<file path="src/rtl/adsr_envelope.sv">
// ADSR amplitude envelope: steps an E-bit level once per sample strobe and
// scales the positive/negative half-wave samples by that level.
module adsr_envelope #(
  parameter int N = 8,
  parameter int E = 8
) (
  input  logic         clk,
  input  logic         reset,
  input  logic         sample_en,
  input  logic         gate,
  input  logic         retrig,
  input  logic [E-1:0] attack_inc,
  input  logic [E-1:0] decay_dec,
  input  logic [E-1:0] sustain_lvl,
  input  logic [E-1:0] release_dec,
  input  logic [N-1:0] pos_in,
  input  logic [N-1:0] neg_in,
  output logic [N-1:0] pos_out,
  output logic [N-1:0] neg_out,
  output logic         out_valid,
  output logic [E-1:0] env_level,
  output logic         busy
);

  typedef enum logic [2:0] {
    ST_IDLE    = 3'd0,
    ST_ATTACK  = 3'd1,
    ST_DECAY   = 3'd2,
    ST_SUSTAIN = 3'd3,
    ST_RELEASE = 3'd4
  } state_e;

  localparam logic [E-1:0] LVL_MAX  = {E{1'b1}};
  localparam logic [E-1:0] LVL_ZERO = {E{1'b0}};

  state_e       state_q;
  logic [E-1:0] level_q;
  logic         gate_q;
  logic [N-1:0] pos_q;
  logic [N-1:0] neg_q;
  logic         valid_q;

  logic         rise, fall, in_note, fall_ev, start_ev;
  logic [E:0]   att_sum, dec_diff, rel_diff;
  logic [E-1:0] att_next, dec_next, rel_next;

  // Full level bypasses the multiply so a full-scale envelope is lossless.
  function automatic logic [N-1:0] scale(input logic [N-1:0] x, input logic [E-1:0] lvl);
    logic [N+E-1:0] prod;
    prod = {{E{1'b0}}, x} * {{N{1'b0}}, lvl};
    if (lvl == LVL_MAX) scale = x;
    else                scale = prod[N+E-1:E];
  endfunction

  assign rise     = gate & ~gate_q;
  assign fall     = ~gate & gate_q;
  assign in_note  = (state_q == ST_ATTACK) || (state_q == ST_DECAY) || (state_q == ST_SUSTAIN);
  assign fall_ev  = fall & in_note;
  assign start_ev = rise | (retrig & gate);

  // Saturating E+1-bit step arithmetic; a zero rate jumps straight to the target.
  assign att_sum  = {1'b0, level_q} + {1'b0, attack_inc};
  assign att_next = ((attack_inc == LVL_ZERO) || att_sum[E]) ? LVL_MAX : att_sum[E-1:0];
  assign dec_diff = {1'b0, level_q} - {1'b0, decay_dec};
  assign dec_next = ((decay_dec == LVL_ZERO) || dec_diff[E] || (dec_diff[E-1:0] < sustain_lvl))
                    ? sustain_lvl : dec_diff[E-1:0];
  assign rel_diff = {1'b0, level_q} - {1'b0, release_dec};
  assign rel_next = ((release_dec == LVL_ZERO) || rel_diff[E]) ? LVL_ZERO : rel_diff[E-1:0];

  // Envelope FSM, gate edge register and registered sample outputs.
  always_ff @(posedge clk) begin
    if (reset) begin
      state_q <= ST_IDLE;
      level_q <= LVL_ZERO;
      gate_q  <= 1'b0;
      pos_q   <= {N{1'b0}};
      neg_q   <= {N{1'b0}};
      valid_q <= 1'b0;
    end else begin
      gate_q  <= gate;
      valid_q <= sample_en;
      if (sample_en) begin
        pos_q <= scale(pos_in, level_q);
        neg_q <= scale(neg_in, level_q);
      end
      if (fall_ev) begin
        state_q <= ST_RELEASE;
      end else if (start_ev) begin
        state_q <= ST_ATTACK;
      end else if (sample_en) begin
        case (state_q)
          ST_IDLE: level_q <= LVL_ZERO;
          ST_ATTACK: begin
            level_q <= att_next;
            if (att_next == LVL_MAX) state_q <= ST_DECAY;
          end
          ST_DECAY: begin
            level_q <= dec_next;
            if (dec_next == sustain_lvl) state_q <= ST_SUSTAIN;
          end
          ST_SUSTAIN: level_q <= sustain_lvl;
          ST_RELEASE: begin
            level_q <= rel_next;
            if (rel_next == LVL_ZERO) state_q <= ST_IDLE;
          end
          default: begin
            state_q <= ST_IDLE;
            level_q <= LVL_ZERO;
          end
        endcase
      end
    end
  end

  assign pos_out   = pos_q;
  assign neg_out   = neg_q;
  assign out_valid = valid_q;
  assign env_level = level_q;
  assign busy      = (state_q != ST_IDLE);

endmodule

</file>
<file path="config.mk">
export PLATFORM = sky130hd
export DESIGN_NAME = adsr_envelope
export DESIGN_NICKNAME = d
export VERILOG_FILES = /design/src/rtl/adsr_envelope.sv
export SDC_FILE = /design/constraint.sdc
export NUM_CORES = 1
export LEC_CHECK = 0
export ABC_CLOCK_PERIOD_IN_PS = 9690
export CORE_UTILIZATION = 60
export DETAILED_ROUTE_END_ITERATION = 12
export GPL_TIMING_DRIVEN = 0
export HOLD_SLACK_MARGIN = 0.1
export PLACE_DENSITY = 0.86
export SLEW_MARGIN = 20
export SYNTH_ARGS = -nofsm -noshare
export SYNTH_HDL_FRONTEND = slang
export SYNTH_SLANG_ARGS = --single-unit
</file>
<file path="constraint.sdc">
create_clock -name clk -period 9.69 [get_ports clk]
set_clock_uncertainty 0.2 [all_clocks]
set_input_delay 1.938 -clock clk [delete_from_list [all_inputs] [get_ports clk]]
set_output_delay 1.938 -clock clk [all_outputs]
set_load 0.03 [all_outputs]
</file>
== After elaboration in Yosys (flattened, before gate mapping) ==
Cells that the tools add are included.
Word-level totals
  bits in registers: 29
  latch bits: 0
  memory bits (writable): 0
  ROM bits: 0
  input bits: 53
  output and inout bits: 26
  memories kept: 0
Cells by class
  add/subtract/negate cells: 3
  multipliers: 2
  div/mod/pow operators: 0
  order comparisons: 1
  equality and inequality tests: 18
  shift-type cells: 0
  multiplexer cells: 13
  bitwise operators: 10
  reduce and logical (&&, ||, !) cells: 21
Operator list (count)
  $mux 8: 5
  $logic_not 8->1: 4
  $mul 8x8->16: 2
  $pmux 8 s4: 1
  $mux 3: 6
  $sub 8x8->9: 2
  $eq 8x8->1 const B: 2
  $reduce_and 5->1: 3
  $pmux 3 s4: 1
  $add 8x8->9: 1
  $eq 8x8->1: 1
  $lt 8x8->1: 1
  $ne 4x3->1 const B: 2
  $eq 3x2->1 const B: 2
  $logic_or 1x1->1: 6
  $ne 2x1->1 const B: 3
  $ne 3x2->1 const B: 2
  $reduce_bool 3->1: 2
  $not 1->1: 5
  $and 1x1->1: 4
  $ne 4x4->1 const B: 1
  $reduce_or 2->1: 2
  $eq 3x1->1 const B: 1
  $eq 3x3->1 const B: 1
  other kinds (8): 8

== Logic depth before layout (Yosys ltp) ==
Gate-level depths: netlist of the first run.
  depth in word-level cells: 10
  depth in mapped cells: 19
  depth with buffers taken out: 18

== Worst setup path after synthesis of the first run ==
OpenSTA, ideal clock, no wires.
  kind: input to register
  from: in pos_in[5]
  to: reg pos_q[5], in the netlist pos_out[5]
  setup time: 0.141 ns
  arrival: 6.149 ns
  required time: 9.349 ns
  setup slack: 3.199 ns
  cell stages on the path: 18
  cells stage by stage: buf_1 -> nand2_1 -> fa_1 -> fa_1 -> inv_1 -> fa_1 -> inv_1 -> fa_1 -> inv_1 -> ha_1 -> a2111oi_0 -> o21ai_1 -> a31oi_2 -> o21ai_1 -> a21oi_1 -> nor2b_1 -> o311ai_0 -> a311oi_1
Between the ends
  word-level cells in the longest chain between the ends: 2
RTL lines
  start: declaration: RTL line 16  | input logic [N-1:0] pos_in,
  $mul 8x8->16: RTL line 50  | prod = {{E{1'b0}}, x} * {{N{1'b0}}, lvl};
  $mux 8 *: RTL line 51  | if (lvl == LVL_MAX) scale = x;
  end signal: assignment: RTL line 76  | pos_q <= {N{1'b0}};
  end signal: assignment: RTL line 83  | pos_q <= scale(pos_in, level_q);
  end: declaration: RTL line 39  | logic [N-1:0] pos_q;
Mark *: on every way between the ends. The rest lies on a longest branch, timed or not.
A chain may end at the register's enable or synchronous reset.

== Worst setup path in the final report of the first run ==
  from: in neg_in[1]
  to: reg neg_q[7], in the netlist neg_out[7]
Between the ends
  word-level cells in the longest chain between the ends: 2
RTL lines
  start: declaration: RTL line 17  | input logic [N-1:0] neg_in,
  $mul 8x8->16: RTL line 50
  $mux 8: RTL line 51
  end signal: assignment: RTL line 77  | neg_q <= {N{1'b0}};
  end signal: assignment: RTL line 84  | neg_q <= scale(neg_in, level_q);
  end: declaration: RTL line 40  | logic [N-1:0] neg_q;
No other way between the ends.

==> results.toml, run 1 <==
[clock_tree]
cts_root_buffer = "clkbuf_16"
clockBufferDepth = 2
path_clk_slew_ns = 0.05
cts_tree = "built"
ctsHoldBuffers = 0
cts_buffers = 5
cts_sinks = 29
cts.repair.resized = 0
htreeDepth = 2
post_cts_buffers = 0
clock_latency_ns = 0.28

[finish]
fillers = 864
drive_gt1_share_pct = 2.50
nets = 1141
fin_util_pct = 71.7
n_antenna_cell = 0
layout.cells.non_filler = 1059
area_growth_syn_to_layout_pct = 15.0

[drt]
drt_wl_total_mm = 17.6
via_per_inst = 5.87
num_vias = 6212
drc_errors = 0
wl_per_cell_um = 16.6
drt-initial-drc-count = 541
ant_nets = 0
dr.pass1.iters = 6

[logic_synthesis]
syn_inst = 842
synth_edf_count = 0
yosys_most_used_dff = "dfxtp_1"
seq_area_frac_synth_pct = 8.51
ys_ff_latch = 29
ys_types = 66
mappedNetlistNets = 1065
avgSynthCellArea_um2 = 8.10
ys.warnings.count = 0
syn_area_mm2 = 0.00682
async_reset_ff_share_pct = 0

[global_route]
first_global_vias = 6302
grt_antenna_before_repair = 0
grt_max_degree = 14
overflow = 0
grt_use_total_pct = 31.9
grt_pass1_wl_mm = 29.4

[power_and_ir_drop]
p_total_mw = 0.445
p_sw_mw = 0.147
p_leak_nw = 3.73
combinationalPowerShare_pct = 33.7
p_per_area_mw_per_mm2 = 56.7
power_frac_clock_pct = 37.4
vdd_drop_max_v = 0.0000769
switching_share_pct = 33.1
p_int_mw = 0.297
power_frac_seq_pct = 28.9

[placement]
dp.cells = 1051
place_congestion = 0.942
hpwl_mm = 13.6
port_buffers = 69

[timing]
drv_slew = 0
tightest_slew_ns = 0.772
max_freq_ghz = 0.138
rsz0062_at_grt = "no"
slew_headroom_pct = 47.2
final-setup-viol-count = 0
post-route-period-util_pct = 74.7
hold_slack_ns = 0.288
setup_tns_ns = 0
hold_viol = 0
period_needed_ns = 7.24

[setup_path]
required_ns = 9.68
cp-start-kind = "input port"
arrival_ns = 7.23
path_max_fanout = 9
worst_setup_path_end_kind = "flip-flop"
path_class = "input port to flip-flop"

[job]
maxCapViolCount = 0

[run_status]
status = "complete, no violations"

[floorplanning]
die_area_mm2 = 0.0118
die_y_um = 109
die_w_um = 109
num_io_pins = 79
initial_utilization_pct = 62.4
fp-row-count = 38
coreArea_mm2 = 0.0109

[hold_path]
hold_class = "flip-flop to flip-flop"
==> final timing paths <==
kind | slack, ns | end | cells past startpoint | from
min reg2reg | 0.29 | pos_out[4] | 2 | pos_out[4]
max reg2reg | 3.51 | pos_out[5] | 18 | env_level[5]
min | 0.29 | pos_out[4] | 2 | pos_out[4]
max | 2.45 | neg_out[7] | 18 | neg_in[1]
==> state kept, by name, summed over array words and instances (netlist names) <==
name       cells
state_q        3
env_level      8
neg_out        8
pos_out        8
out_valid      1
gate_q         1
==> kinds of logic after synthesis <==
family,after synthesis,synth area share [%]
and+or+nand+nor,284,20.5
buffers and inverters,172,9.48
AOI/OAI and AO/OA,136,15.2
adders and majority gates,170,39.2
xor gates and xnor gates,36,4.82
muxes,15,2.20
DFF,29,8.51
==> cells in the final DEF (no fill, tap or decap), types with 6 or more instances in the layout <==
cell type / n
inv_1: 137
nand2_1: 101
ha_1: 97
fa_1: 73
clkdlybuf4s50_1: 69
and2_1: 58
nor2_1: 49
clkbuf_1: 30
dfxtp_1: 29
xnor2_1: 25
o21ai_0: 22
a21oi_1: 21
mux2i_1: 15
nor2b_1: 14
nor3_1: 10
xor2_1: 10
a311oi_1: 10
nand2b_1: 9
nand3_1: 9
a22o_1: 8
a211oi_1: 7
nor4_1: 7
o211ai_1: 6
nand4_1: 6
==> per-stage QoR <==
step,instance area (um2),setup slack [ns]
floorplan,6820,3.20
global placement,7690,2.34
detailed placement,7690,2.21
CTS,7840,2.49
global route,7840,2.14
finish,7840,2.45
==> cells in the mapped netlist (3+ instances only) <==
| library cell | count | share of area (%) |
|---|---|---|
| a2111oi_0 | 4 | 0.51 |
| a211oi_1 | 7 | 0.77 |
| a21o_1 | 4 | 0.44 |
| a21oi_1 | 21 | 1.5 |
| a221oi_1 | 3 | 0.39 |
| a22o_1 | 8 | 1.0 |
| a311oi_1 | 10 | 1.3 |
| a31oi_1 | 3 | 0.28 |
| and2_1 | 58 | 5.3 |
| buf_1 | 4 | 0.22 |
| clkbuf_1 | 30 | 1.7 |
| dfxtp_1 | 29 | 8.5 |
| fa_1 | 73 | 21 |
| ha_1 | 97 | 18 |
| inv_1 | 137 | 7.5 |
| mux2i_1 | 15 | 2.2 |
| nand2_1 | 101 | 5.6 |
| nand2b_1 | 9 | 0.83 |
| nand3_1 | 9 | 0.66 |
| nand4_1 | 6 | 0.55 |
| nand4b_1 | 3 | 0.39 |
| nor2_1 | 49 | 2.7 |
| nor2b_1 | 14 | 1.3 |
| nor3_1 | 10 | 0.73 |
| nor3b_1 | 3 | 0.33 |
| nor4_1 | 7 | 0.64 |
| o211ai_1 | 6 | 0.66 |
| o21a_1 | 5 | 0.55 |
| o21ai_0 | 22 | 1.6 |
| o21ai_1 | 5 | 0.37 |
| o221ai_1 | 3 | 0.39 |
| o311ai_0 | 5 | 0.64 |
| o31a_1 | 4 | 0.51 |
| or2_2 | 4 | 0.37 |
| xnor2_1 | 25 | 3.2 |
| xor2_1 | 10 | 1.3 |
==> metal layers <==
layer	part of all wire (%)	global-route usage, %	vias to the layer above
met4	3.6	12.8	0
met5	0	0	-
li1	-	-	2961
met3	9.0	6.87	63
met2	45	50.9	252
met1	42	41.9	2936
==> layout make-up <==
class	count	area, um2	share of cell area [%]
clock buffers	7	153	1.95
well taps	140	175	2.23
clock inverters	1	5.00	0.0638
flip-flops and latches	29	581	7.40
plain buffers	35	133	1.69
multi-input cells	641	5590	71.3
inverters	137	514	6.56
repair buffers	69	691	8.81
==> power by group through the flow <==
stage,sequential (mW),combinational (mW),clock [mW]
floorplan,0.137,0.0835,0
global placement,0.131,0.143,0
detailed placement,0.131,0.147,0
CTS,0.128,0.148,0.166
global route,0.129,0.164,0.169
finish,0.129,0.150,0.166
==> critical path, cell delays in order <==
cell             delay, ns
clkdlybuf4s50_1       0.73
nand2_1               0.14
fa_1                  0.52
fa_1                  0.55
inv_1                 0.06
fa_1                  0.53
inv_1                 0.05
fa_1                  0.54
inv_1                 0.05
ha_1                  0.19
a2111oi_0             0.34
o21ai_1               0.19
a31oi_2               0.32
o21ai_1               0.19
a41oi_1               0.39
nand2b_1              0.12
mux2i_1               0.14
a211oi_1              0.23
No activity file was read; power rests on OpenSTA's default activity.
==> run 2: changes to the inputs <==
--- a/config.mk
+++ b/config.mk
@@ -5,12 +5,12 @@
 export SDC_FILE = /design/constraint.sdc
 export NUM_CORES = 1
 export LEC_CHECK = 0
-export ABC_CLOCK_PERIOD_IN_PS = 9690
-export CORE_UTILIZATION = 60
+export ABC_CLOCK_PERIOD_IN_PS = 6700
+export CORE_UTILIZATION = 59
 export DETAILED_ROUTE_END_ITERATION = 12
 export GPL_TIMING_DRIVEN = 0
 export HOLD_SLACK_MARGIN = 0.1
-export PLACE_DENSITY = 0.86
+export PLACE_DENSITY = 0.84
 export SLEW_MARGIN = 20
 export SYNTH_ARGS = -nofsm -noshare
 export SYNTH_HDL_FRONTEND = slang
==> constraint.sdc (replaced) <==
create_clock -name clk -period 6.7 [get_ports clk]
set_clock_uncertainty 0.2 [all_clocks]
set_input_delay 1.34 -clock clk [delete_from_list [all_inputs] [get_ports clk]]
set_output_delay 1.34 -clock clk [all_outputs]
set_load 0.03 [all_outputs]
==> results.toml, run 2 (synthesis gave the netlist of run 1 again) <==
[floorplanning]
die_w_um = 110
initial_utilization_pct = 61.8
die_y_um = 110
die_area_mm2 = 0.0120
fp-row-count = 38
coreArea_mm2 = 0.0110
num_io_pins = 79

[setup_path]
reg2reg_slack_ns = 0.58
path_class = "input port to flip-flop"
reg2regPathDepth = 18
required_ns = 6.64
timing.rr.start = "env_level[7]"
worst_setup_path_end_kind = "flip-flop"
path_max_fanout = 9
arrival_ns = 6.15
cp-start-kind = "input port"
worstReg2RegEnd = "neg_out[7]"

[finish]
area_growth_syn_to_layout_pct = 15.5
drive_gt1_share_pct = 2.61
mostFrequentLayoutCells = "inv_1, nand2_1, ha_1"
fillers = 901
layout_commonest_cell = "inv_1"
layout.cells.non_filler = 1059
nets = 1141
n_antenna_cell = 0
fin_util_pct = 71.4

[timing]
tightest_slew_ns = 0.772
slew_headroom_pct = 47.2
drv_slew = 0
period_needed_ns = 6.21
rsz0062_at_grt = "no"
max_freq_ghz = 0.161
final-setup-viol-count = 0
post-route-period-util_pct = 92.7
hold_viol = 0

[hold_path]
hold_class = "flip-flop to flip-flop"
hold_end = "pos_out[1]"
whs_path_depth = 2
hp-start = "pos_out[1]"

[clock_tree]
cts_sinks = 29
cts_tree = "built"
cts_buffers = 5
path_clk_slew_ns = 0.06
cts_root_buffer = "clkbuf_16"
ctsHoldBuffers = 0
htreeDepth = 2
post_cts_buffers = 0
clock_latency_ns = 0.28
clockBufferDepth = 2

[drt]
wl_per_cell_um = 16.6
drc_errors = 0
drt_wl_total_mm = 17.6
num_vias = 6211
dr.pass1.iters = 5
drt-initial-drc-count = 445
ant_nets = 0
via_per_inst = 5.86

[run_status]
status = "complete, no violations"

[global_route]
first_global_vias = 6052
grt_use_total_pct = 31.4
overflow = 0
grt_antenna_before_repair = 0
grt_pass1_wl_mm = 29.1
grt_max_degree = 14

[power_and_ir_drop]
p_sw_mw = 0.218
vdd_drop_max_v = 0.0000890
combinationalPowerShare_pct = 32.5
p_per_area_mw_per_mm2 = 84.6
p_int_mw = 0.448
p_total_mw = 0.667
switching_share_pct = 32.8
p_leak_nw = 3.79
power_frac_seq_pct = 27.8
power_frac_clock_pct = 39.7

[placement]
place_congestion = 0.943
dp.cells = 1051
port_buffers = 69
hpwl_mm = 13.6

[job]
maxCapViolCount = 0
[run 2: power by group through the flow]
stage          logic [mW]  clock network [mW]  registers, mW
2_1_floorplan       0.121                   0          0.198
3_3_place_gp        0.208                   0          0.189
3_5_place_dp        0.212                   0          0.189
4_1_cts             0.214               0.266          0.185
5_1_grt             0.237               0.272          0.186
6_report            0.217               0.265          0.186
[run 2: worst max path at each step]
stage,startpoint,endpoint,depth (start not counted)
2_1_floorplan,pos_in[5],pos_out[5],18
3_3_place_gp,neg_in[1],neg_out[7],18
3_5_place_dp,neg_in[1],neg_out[7],18
4_1_cts,neg_in[1],neg_out[7],18
5_1_grt,neg_in[4],neg_out[7],18
6_report,pos_in[5],pos_out[7],18
[run 2: metrics by stage]
step / TNS, ns / area (um2) / hold slack (ns) / worst slack (ns)
final: 0 / 7880 / 0.285 / 0.488
after global routing: 0 / 7880 / 0.303 / 0.161
after CTS: 0 / 7860 / 0.286 / 0.0894
after detailed placement: -0.271 / 7690 / 0.279 / -0.136
after global placement: -0.0949 / 7690 / 0.277 / -0.0431
after floorplan: 0 / 6820 / 0.268 / 0.807
[run 2: worst max-delay path, cell delays in order]
cell,delay [ns]
buf_1,0.38
nand2_1,0.15
fa_1,0.54
fa_1,0.55
inv_1,0.05
fa_1,0.47
inv_1,0.05
fa_1,0.53
inv_1,0.04
ha_1,0.19
a2111oi_0,0.38
o21ai_1,0.21
a31oi_2,0.30
o21ai_1,0.19
a41oi_2,0.32
and2b_1,0.18
mux2i_1,0.18
a211oi_1,0.09
[run 2: timing repair]
action                                  CTS  global route
gates resized for setup                   0             7
endpoints found under the setup margin    0             8
endpoints found under the hold margin     0             0
[run 2: cell type report]
type | count | area, um2 | area share [%]
multi-input combinational | 641 | 5600 | 71.1
inverter | 137 | 514 | 6.53
tap | 140 | 175 | 2.22
clock buffer | 5 | 125 | 1.59
timing repair buffer | 69 | 706 | 8.96
clock inverter | 3 | 46.3 | 0.587
buffer | 35 | 133 | 1.68
sequential | 29 | 581 | 7.37
[run 2: metal layers]
metal	global-route usage [%]	routed length (um)	vias up	part of all wire, %
met5	0	0	-	0
met4	9.33	479	0	2.7
met3	4.92	1440	44	8.2
met2	51.4	8140	268	46
met1	42.7	7510	2944	43
li1	-	-	2955	-
==> run 3: changes to the inputs <==
--- a/config.mk
+++ b/config.mk
@@ -6,12 +6,12 @@
 export NUM_CORES = 1
 export LEC_CHECK = 0
 export ABC_CLOCK_PERIOD_IN_PS = 6700
-export CORE_UTILIZATION = 59
+export CORE_UTILIZATION = 60
 export DETAILED_ROUTE_END_ITERATION = 12
+export DONT_BUFFER_PORTS = 1
 export GPL_TIMING_DRIVEN = 0
 export HOLD_SLACK_MARGIN = 0.1
-export PLACE_DENSITY = 0.84
-export SLEW_MARGIN = 20
+export PLACE_DENSITY = 0.77
 export SYNTH_ARGS = -nofsm -noshare
 export SYNTH_HDL_FRONTEND = slang
 export SYNTH_SLANG_ARGS = --single-unit
==> results.toml, run 3 (synthesis gave the netlist of run 1 again) <==
[run_status]
status = "complete, no violations"

[setup_path]
path_buf_inv = 4
arrival_ns = 6.38
worstReg2RegEnd = "neg_out[7]"
timing.rr.start = "env_level[6]"
max_stage_delay_ns = 1.01
reg2regPathDepth = 18
cp_top_family = "adder cells"
reg2reg_slack_ns = 0.30
timing.critical_path.mode_cell = "fa_1"
worst_setup_path_end_kind = "flip-flop"
slowest_stage = "dfxtp_1"
path_class = "flip-flop to flip-flop"
required_ns = 6.68
crit_chain = "clkbuf_1 > nand2_1 > fa_1 > fa_1 > inv_1 > fa_1 > inv_1 > fa_1 > inv_1 > ha_1 > a2111oi_0 > o21ai_1 > a31oi_2 > o21ai_1 > a41oi_1 > nand2b_1 > mux2i_1 > a211oi_1"
cp-start-kind = "flip-flop"
path_max_fanout = 13

[floorplanning]
fp-row-count = 38
die_area_mm2 = 0.0118
die_w_um = 109
coreArea_mm2 = 0.0109
num_io_pins = 79
initial_utilization_pct = 62.4
die_y_um = 109

[finish]
mostFrequentLayoutCells = "inv_1, nand2_1, ha_1"
final_cell_area_mm2 = 0.00714
layout_commonest_cell = "inv_1"
area_growth_syn_to_layout_pct = 4.68
fillers = 948
nets = 1072
drive_gt1_share_pct = 2.59
seq_area_um2 = 581
n_antenna_cell = 0
multi_input_area_mm2 = 0.00559

[timing]
setup_tns_ns = 0
post-route-period-util_pct = 95.5
drv_slew = 0
hold_viol = 0
tightest_slew_ns = 1.06
max_freq_ghz = 0.156
period_needed_ns = 6.40
setup_ws_ns = 0.303
final-setup-viol-count = 0
slew_headroom_pct = 29.5
rsz0062_at_grt = "no"

[clock_tree]
path_clk_slew_ns = 0.05
cts_buffers = 5
clockBufferDepth = 2
clock_latency_ns = 0.27
htreeDepth = 2
cts_sinks = 29
ctsHoldBuffers = 0
cts_root_buffer = "clkbuf_16"
post_cts_buffers = 0
cts_tree = "built"

[power_and_ir_drop]
vdd_drop_max_v = 0.0000941
p_per_area_mw_per_mm2 = 81.2
p_leak_nw = 3.46
p_total_mw = 0.579

[global_route]
grt_use_total_pct = 32.7
grt_antenna_before_repair = 0
grt_pass1_wl_mm = 30.0
first_global_vias = 6201
overflow = 0
grt_max_degree = 14

[drt]
dr.pass1.iters = 5
drc_errors = 0
ant_nets = 0
num_vias = 6012
via_per_inst = 6.08
drt-initial-drc-count = 492
drt_wl_total_mm = 17.8
wl_per_cell_um = 18.0

[hold_path]
whs_path_depth = 2
hold_end = "state_q[2]"
hp-start = "gate_q"
hold_class = "flip-flop to flip-flop"

[placement]
hpwl_mm = 13.9
place_congestion = 0.901
port_buffers = 0
placed_area_mm2 = 0.00700
dp_slack_ns = 0.137

[job]
maxCapViolCount = 0
-- run 3: changes by cell type in the layout (fill, tap and decap cells not counted), sizes merged --
| cell | change |
|---|---|
| bufinv | -1 |
| clkdlybuf4s50 | -63 |
| clkbuf | +3 |
| clkinv | -1 |
| dlymetal6s2s | -6 |
| clkinvlp | -1 |
| buf | -1 |
-- run 3: worst max path at each step --
stage,cells after the start,from,slack (ns),endpoint
after global placement,18,pos_in[5],0.29,pos_out[5]
final,18,env_level[6],0.30,neg_out[7]
after detailed placement,18,pos_in[5],0.14,pos_out[5]
after global routing,18,env_level[6],0.01,pos_out[5]
after floorplan,18,pos_in[5],0.81,pos_out[5]
after CTS,18,env_level[6],0.38,neg_out[7]
-- run 3: timing repair --
| item | CTS | global route |
|---|---|---|
| gates resized for setup | 0 | 1 |
| setup endpoints to repair | 0 | 1 |
| hold endpoints to repair | 0 | 0 |
-- run 3: worst register-to-register path, stage by stage (launching register included) --
cell and delay, ns:
dfxtp_1 1.01, clkbuf_1 0.54, nand2_1 0.15, fa_1 0.51, fa_1 0.54, inv_1 0.05, fa_1 0.52, inv_1 0.05
fa_1 0.53, inv_1 0.04, ha_1 0.20, a2111oi_0 0.37, o21ai_1 0.21, a31oi_2 0.30, o21ai_1 0.19, a41oi_1 0.38
nand2b_1 0.13, mux2i_1 0.14, a211oi_1 0.24
-- run 3: final cells by class --
class,instances,share of cell area [%]
Buffer,35,1.88
Sequential cell,29,8.13
Tap cell,140,2.45
Multi-Input combinational cell,641,78.3
Inverter,137,7.20
Clock buffer,7,2.00
-- run 3: routing by layer --
metal / wire (um) / track usage [%]
met1: 7620 / 44.1
met5: 0 / 0
met4: 416 / 8.78
met2: 8300 / 54.0
met3: 1470 / 5.56
-- run 3: stage by stage --
stage / hold slack (ns) / util, % / std cells
6_report: 0.312 / 65.3 / 989
3_3_place_gp: 0.280 / 64.0 / 982
4_1_cts: 0.309 / 65.3 / 989
2_1_floorplan: 0.268 / - / 842
3_5_place_dp: 0.298 / 64.0 / 982
5_1_grt: 0.348 / 65.3 / 989
-- run 3: power breakdown --
group	leakage (nW)	internal, mW	switching (mW)
clock	0.0700	0.146	0.0783
sequential	0.237	0.179	0.0183
combinational	3.16	0.0630	0.0948
total	3.46	0.388	0.191
